==> src/rtl/cla_pipe_adder.sv <==
// cla_pipe_adder: two-stage pipelined carry-lookahead adder/subtractor
// with valid/ready flow control.
// Stage 1 conditions the operands and registers per-bit propagate/generate
// and per-group lookahead terms. Stage 2 resolves the group carries with a
// flattened second-level lookahead, then forms the bit carries and the sum.
// Optional feature: define CLA_OVF_EN to add the registered signed-overflow
// output ovf.
module cla_pipe_adder #(
  parameter int WIDTH = 16,
  parameter int GROUP = 4
) (
  input  logic             clk,
  input  logic             rst,
  input  logic             in_valid,
  output logic             in_ready,
  input  logic [WIDTH-1:0] a,
  input  logic [WIDTH-1:0] b,
  input  logic             cin,
  input  logic             sub,
  output logic             out_valid,
  input  logic             out_ready,
  output logic [WIDTH-1:0] s,
  output logic             cout
`ifdef CLA_OVF_EN
  ,
  output logic             ovf
`endif
);

  localparam int NG = WIDTH / GROUP;

  if ((WIDTH % GROUP) != 0) begin : g_width_check
    $error("cla_pipe_adder: WIDTH must be a multiple of GROUP");
  end

  // Carry into bit position n of a group, as a sum of products over the
  // lower n generate/propagate bits and the group carry-in (no rippling).
  function automatic logic la_carry(input logic [GROUP-1:0] g,
                                    input logic [GROUP-1:0] p,
                                    input logic             ci,
                                    input int               n);
    logic c;
    logic t;
    c = ci;
    for (int m = 0; m < GROUP; m++) begin
      if (m < n) c = c & p[m];
    end
    for (int j = 0; j < GROUP; j++) begin
      if (j < n) begin
        t = g[j];
        for (int m = 0; m < GROUP; m++) begin
          if (m > j && m < n) t = t & p[m];
        end
        c = c | t;
      end
    end
    return c;
  endfunction

  // Handshake state
  logic v1, v2;
  logic adv1, adv2;

  // Stage 1 combinational terms
  logic [WIDTH-1:0] bb, p_d, g_d;
  logic             c0_d;
  logic [NG-1:0]    gp_d, gg_d;

  // Stage 1 registers
  logic [WIDTH-1:0] p_q, g_q;
  logic             c0_q;
  logic [NG-1:0]    gp_q, gg_q;
`ifdef CLA_OVF_EN
  logic             a_msb_q, bb_msb_q;
`endif

  // Stage 2 combinational terms
  logic [NG:0]      cg;
  logic [WIDTH-1:0] carry, sum_c;

  // A stage advances when its output slot is empty or being drained.
  assign adv2      = ~v2 | out_ready;
  assign adv1      = ~v1 | adv2;
  assign in_ready  = adv1;
  assign out_valid = v2;

  // Operand conditioning and per-bit / per-group propagate-generate terms.
  always_comb begin
    // NOTE: every variable gets a value before any branch or loop, so no
    // path through the block leaves one unassigned and no latch is inferred.
    bb   = sub ? ~b : b;
    c0_d = sub ? 1'b1 : cin;
    p_d  = a ^ bb;
    g_d  = a & bb;
    gp_d = '0;
    gg_d = '0;
    for (int k = 0; k < NG; k++) begin
      gp_d[k] = &p_d[k*GROUP +: GROUP];
      gg_d[k] = la_carry(g_d[k*GROUP +: GROUP], p_d[k*GROUP +: GROUP], 1'b0, GROUP);
    end
  end

  // Stage 1 valid flag: reloads whenever the stage advances.
  always_ff @(posedge clk) begin
    // NOTE: sequential state is always assigned with <= so every register
    // samples its inputs from before the edge, regardless of block order.
    if (rst) v1 <= 1'b0;
    else if (adv1) v1 <= in_valid;
  end

  // Stage 1 datapath: captured only on an accepted beat.
  always_ff @(posedge clk) begin
    // NOTE: datapath registers are deliberately not reset; they are only
    // observed while the matching valid flag is set, which reset clears.
    if (adv1 && in_valid) begin
      p_q  <= p_d;
      g_q  <= g_d;
      c0_q <= c0_d;
      gp_q <= gp_d;
      gg_q <= gg_d;
`ifdef CLA_OVF_EN
      a_msb_q  <= a[WIDTH-1];
      bb_msb_q <= bb[WIDTH-1];
`endif
    end
  end

  // Flattened group carries, then in-group bit carries and the sum.
  always_comb begin
    logic t;
    logic u;
    t     = 1'b0;
    u     = 1'b0;
    cg    = '0;
    carry = '0;
    cg[0] = c0_q;
    for (int k = 0; k < NG; k++) begin
      t = c0_q;
      for (int m = 0; m <= k; m++) t = t & gp_q[m];
      for (int j = 0; j <= k; j++) begin
        u = gg_q[j];
        for (int m = j + 1; m <= k; m++) u = u & gp_q[m];
        t = t | u;
      end
      cg[k+1] = t;
    end
    for (int k = 0; k < NG; k++) begin
      for (int i = 0; i < GROUP; i++) begin
        carry[k*GROUP+i] = la_carry(g_q[k*GROUP +: GROUP], p_q[k*GROUP +: GROUP], cg[k], i);
      end
    end
    sum_c = p_q ^ carry;
  end

  // Stage 2 result registers: held while the consumer stalls.
  always_ff @(posedge clk) begin
    if (rst) begin
      v2   <= 1'b0;
      s    <= '0;
      cout <= 1'b0;
`ifdef CLA_OVF_EN
      ovf  <= 1'b0;
`endif
    end else if (adv2) begin
      v2 <= v1;
      if (v1) begin
        s    <= sum_c;
        cout <= cg[NG];
`ifdef CLA_OVF_EN
        ovf  <= (a_msb_q == bb_msb_q) & (sum_c[WIDTH-1] != a_msb_q);
`endif
      end
    end
  end

endmodule

==> config.mk <==
export PLATFORM = sky130hd
export DESIGN_NAME = cla_pipe_adder
export DESIGN_NICKNAME = d
export VERILOG_FILES = /design/src/rtl/cla_pipe_adder.sv
export SDC_FILE = /design/constraint.sdc
export NUM_CORES = 1
export LEC_CHECK = 0
export CAP_MARGIN = 20
export CORE_ASPECT_RATIO = 1.4
export CORE_MARGIN = 1
export CORE_UTILIZATION = 51
export DETAILED_ROUTE_END_ITERATION = 6
export PLACE_DENSITY = 0.8
export SLEW_MARGIN = 40
export SYNTH_ARGS = -nofsm -noshare
export SYNTH_HDL_FRONTEND = slang
export SYNTH_SLANG_ARGS = --single-unit
==> constraint.sdc <==
create_clock -name clk -period 2.2 [get_ports clk]
set_clock_uncertainty 0.05 [all_clocks]
set_input_delay 0.44 -clock clk [delete_from_list [all_inputs] [get_ports clk]]
set_output_delay 0.44 -clock clk [all_outputs]
set_load 0.02 [all_outputs]
Word-level counts from Yosys, hierarchy flattened
Index checks and enable logic that the tools add are counted.
{"block": "op_classes", "mux": 1, "n_bitwise": 112, "reduce_logical": 6}
{"op": "$and A1 B1 Y1", "count": 58}
{"op": "$or A1 B1 Y1", "count": 48}
{"op": "$xor A16 B16 Y16", "count": 2}
{"op": "$and A16 B16 Y16", "count": 1}
{"op": "$mux W16", "count": 1}
{"op": "$not A16 Y16", "count": 1}
{"op": "$reduce_and A4 Y1", "count": 4}
{"op": "$not A1 Y1", "count": 2}
{"op": "$reduce_and A2 Y1", "count": 1}
{"op": "$logic_and A1 B1 Y1", "count": 1}
{"block": "word_totals", "regBits": 59, "inputBits": 38, "wordCells": 128}

Logic depth before layout (Yosys ltp)
{"block": "logic_depth", "ltp_word": 13, "depth_mapped": 8}

Worst setup path before layout
Ideal clock, no wire load.
{"block": "synth_path", "kind": "input to register", "startpoint": "in out_ready", "endpoint": "reg c0_q (enable)", "setup_time_ns": 0.398, "arrival_time_ns": 1.745, "setup_slack_ns": 0.007, "stages": 3, "n_path_buf": 0, "cell_sequence": "and2b_4 nand2_1 and2_1"}
{"block": "synth_between", "elab_chain_len": 3}
{"element": "from (decl)", "line_no": "21", "text": "input logic out_ready,"}
{"element": "$or A1 B1 Y1", "line_no": "82", "text": "assign adv2 = ~v2 | out_ready;"}
{"element": "$or A1 B1 Y1", "line_no": "83", "text": "assign adv1 = ~v1 | adv2;"}
{"element": "net in_ready", "line_no": "15", "text": "output logic in_ready,"}
{"element": "$logic_and A1 B1 Y1", "line_no": "115", "text": "if (adv1 && in_valid) begin"}
{"element": "to (signal assigned)", "line_no": "118", "text": "c0_q <= c0_d;"}
{"element": "to (decl)", "line_no": "71", "text": "logic c0_q;"}
The timed path passes the listed nets, and every way through them passes these cells.
A chain may end at the register's enable or synchronous reset.

Final worst setup path
{"block": "layout_path", "startpoint": "in out_ready", "endpoint": "out in_ready"}
{"block": "layout_between", "elab_chain_len": 2}
{"element": "$or A1 B1 Y1", "line_no": "82"}
{"element": "$or A1 B1 Y1", "line_no": "83"}
{"element": "to (decl)", "line_no": "15"}
Every way passes these cells.

==> results.cfg <==
[critical_path]
rr_endpoint = s[14]
start_kind = primary input
crit_fanout = 2
crit_type = primary input to output pin
crit_path_top_delay_cell = clkdlybuf4s50_1
critPathCaptureType = output pin
rr_startpoint = c0_q
crit_arrival_ps = 1530
required_ps = 1710
cp-endpoint = in_ready
r2r_cells = 7
cp_cell_sequence = clkdlybuf4s50_1 > and2b_4 > nand2_1 > dlygate4sd2_1
regToRegSetupSlack_ps = 260
cp_slowest_stage_delay_ps = 480
startpoint = out_ready

[final_layout]
design_area_um2 = 3430
layout_common_cells = 55 x clkdlybuf4s50_1, 37 x edfxtp_1, 21 x nand2_1, 20 x ha_1, 19 x dfxtp_1
synthToLayoutAreaGrowth_pct = 28.9
final_util_pct = 69.8
drive_above_1_share_pct = 8.19
fin_nets = 338
antenna_cells = 0
finalNonFillerCells = 345
layout_commonest_cell = clkdlybuf4s50_1
fillerInstances = 370

[synthesis]
syn_avg_cell_area_um2 = 12.2
syn_inst = 219
yosys_warnings = 0
syn-cell-area_um2 = 2660
synth_nets = 277
synth-seq-cells = 56
seq_area_frac_synth_pct = 56.0
synth.distinct_cells = 34

[timing]
hold_slack_ps = 404
fin_crit_ps = 2020
slew_headroom_pct = 70.5
hold_viol_final = 0
tightest_slew_ps = 441
tns_ps = 0
drv_slew = 0
fmax_mhz = 496
rsz0062_at_grt = no
fin_crit_sh_pct = 91.7
finalSetupViolCount = 0

[clocking]
clock_sinks = 56
cts-root-buf = clkbuf_8
numCtsBuffers = 5
clock_path_buffers = 2
cts_max_level = 2
post_cts_buffers = 0
clk_latency_ps = 310
cts_tree = done
cts.clk_slew.worst_paths_ps = 100

[global_routing]
grt_pass1_vias = 1942
grt_pass1_wl_mm = 8.42
antenna_found_initial = 0
gr-total-overflow = 0
grtUsageTotal_pct = 19.8
grt_max_degree = 38

[placement]
dp_cells = 337
port_buffers = 56
dpl_cell_area_um2 = 3310
place.gp.congestion = 0.788
hpwlAfterDp_mm = 3.67

[floorplanning]
die_area_um2 = 5520
core_area_um2 = 4920
pin_count = 57
initial_core_util_pct = 54.2
die_w_um = 63.1
rows = 30
die_y_um = 87.5

[routing]
ant_nets = 0
routedWlPerCell_um = 13.9
via_per_inst = 5.43
first_pass_iters = 6
drcViolationCount = 0
vias = 1872
drtIter0Drc = 62
wl_mm = 4.80

[run_status]
status = completed

[worst_hold_path]
min_path_type = flip-flop to flip-flop
hold_start = s[10]

[power]
p_leak_nw = 1.30
vdd_drop_max_mv = 0.364
power.density_nw_per_um2 = 705

[run]
cap_violations = 0
critical path: cells and delay by family:
| kind | cells | cell delay, ps |
|---|---|---|
| buffers and inverters | 2 | 810 |
| AND/OR/NAND/NOR | 2 | 270 |
state kept, by name, summed over array words and instances, names as in the netlist:
register,count
p_q,16
cout,1
g_q,12
s,16
out_valid,1
c0_q,1
gg_q,4
v1,1
gp_q,4
per-stage QoR:
stage | setup WS [ps] | total power [mW]
4_1_cts | 181 | 2.44
3_5_place_dp | -78.3 | 1.76
5_1_grt | 91.2 | 2.54
6_report | 183 | 2.42
3_3_place_gp | -40.4 | 1.74
2_1_floorplan | 7.05 | 1.56
worst min-delay path by stage:
stage	to	cells past startpoint
after floorplan	cout	2
after detailed placement	s[10]	2
after global routing	s[12]	2
after CTS	s[10]	2
after global placement	s[14]	2
final	s[10]	2
power by group:
group	total (mW)	switching [mW]	leakage, nW	internal [mW]
Clock	0.683	0.320	0.0618	0.364
Combinational	0.452	0.217	0.711	0.235
Sequential	1.29	0.0514	0.523	1.23
Total	2.42	0.588	1.30	1.83
Yosys cell counts:
master | count | share of area [%]
dfxtp_1 | 19 | 14
o21bai_1 | 1 | 0.28
or3_1 | 8 | 1.9
and2_1 | 1 | 0.24
buf_6 | 3 | 1.3
ha_1 | 20 | 9.4
a21o_1 | 2 | 0.56
nand2b_4 | 1 | 0.52
a211o_1 | 4 | 1.3
nand2_2 | 1 | 0.24
and2b_4 | 1 | 0.38
a21oi_1 | 17 | 3.2
nor4b_2 | 2 | 1.1
nor2_1 | 4 | 0.56
nor2b_1 | 4 | 0.94
nand3_1 | 4 | 0.75
a21oi_2 | 4 | 1.3
nor4b_1 | 2 | 0.66
o21a_1 | 4 | 1.1
nand2_1 | 21 | 3.0
o21ai_1 | 4 | 0.75
o21ai_0 | 5 | 0.94
edfxtp_1 | 37 | 42
and4_1 | 4 | 1.3
nand2b_1 | 4 | 0.94
and2_4 | 1 | 0.33
xor2_1 | 16 | 5.3
buf_2 | 4 | 0.75
buf_4 | 1 | 0.28
or2_1 | 1 | 0.24
o211ai_1 | 4 | 1.1
nor3_1 | 9 | 1.7
nor3b_1 | 4 | 1.1
a211oi_1 | 2 | 0.56
cell type report:
cell class              instances  area [µm²]  share of cell area [%]
flip-flops and latches         56        1490                    43.4
multi-input cells             155        1110                    32.3
repair buffers                 62         629                    18.3
clock buffers                   8         123                    3.57
well taps                      64        80.1                    2.33
routing by layer:
| layer | track usage [%] | routed length (µm) | share of wire, % | up-vias |
|---|---|---|---|---|
| met4 | 8.25 | 67 | 1.4 | 0 |
| met3 | 2.62 | 173 | 3.6 | 5 |
| met2 | 38.1 | 2630 | 55 | 59 |
| met1 | 21.7 | 1920 | 40 | 874 |
| li1 | - | - | - | 934 |
| met5 | 0 | 0 | 0 | - |
kinds of logic after synthesis:
group,Yosys count,share of synthesized area [%]
flops,56,56.0
simple gates,72,15.9
compound gates,47,11.2
fa+ha+maj,20,9.39
buf+inv,8,2.30
xor+xnor,16,5.26
repair_timing:
action                                  4_1_cts  5_1_grt
resized for setup                             1        0
hold buffers                                  0        0
endpoints found under the setup margin        1        0
Power figures use the tool's default switching activity.
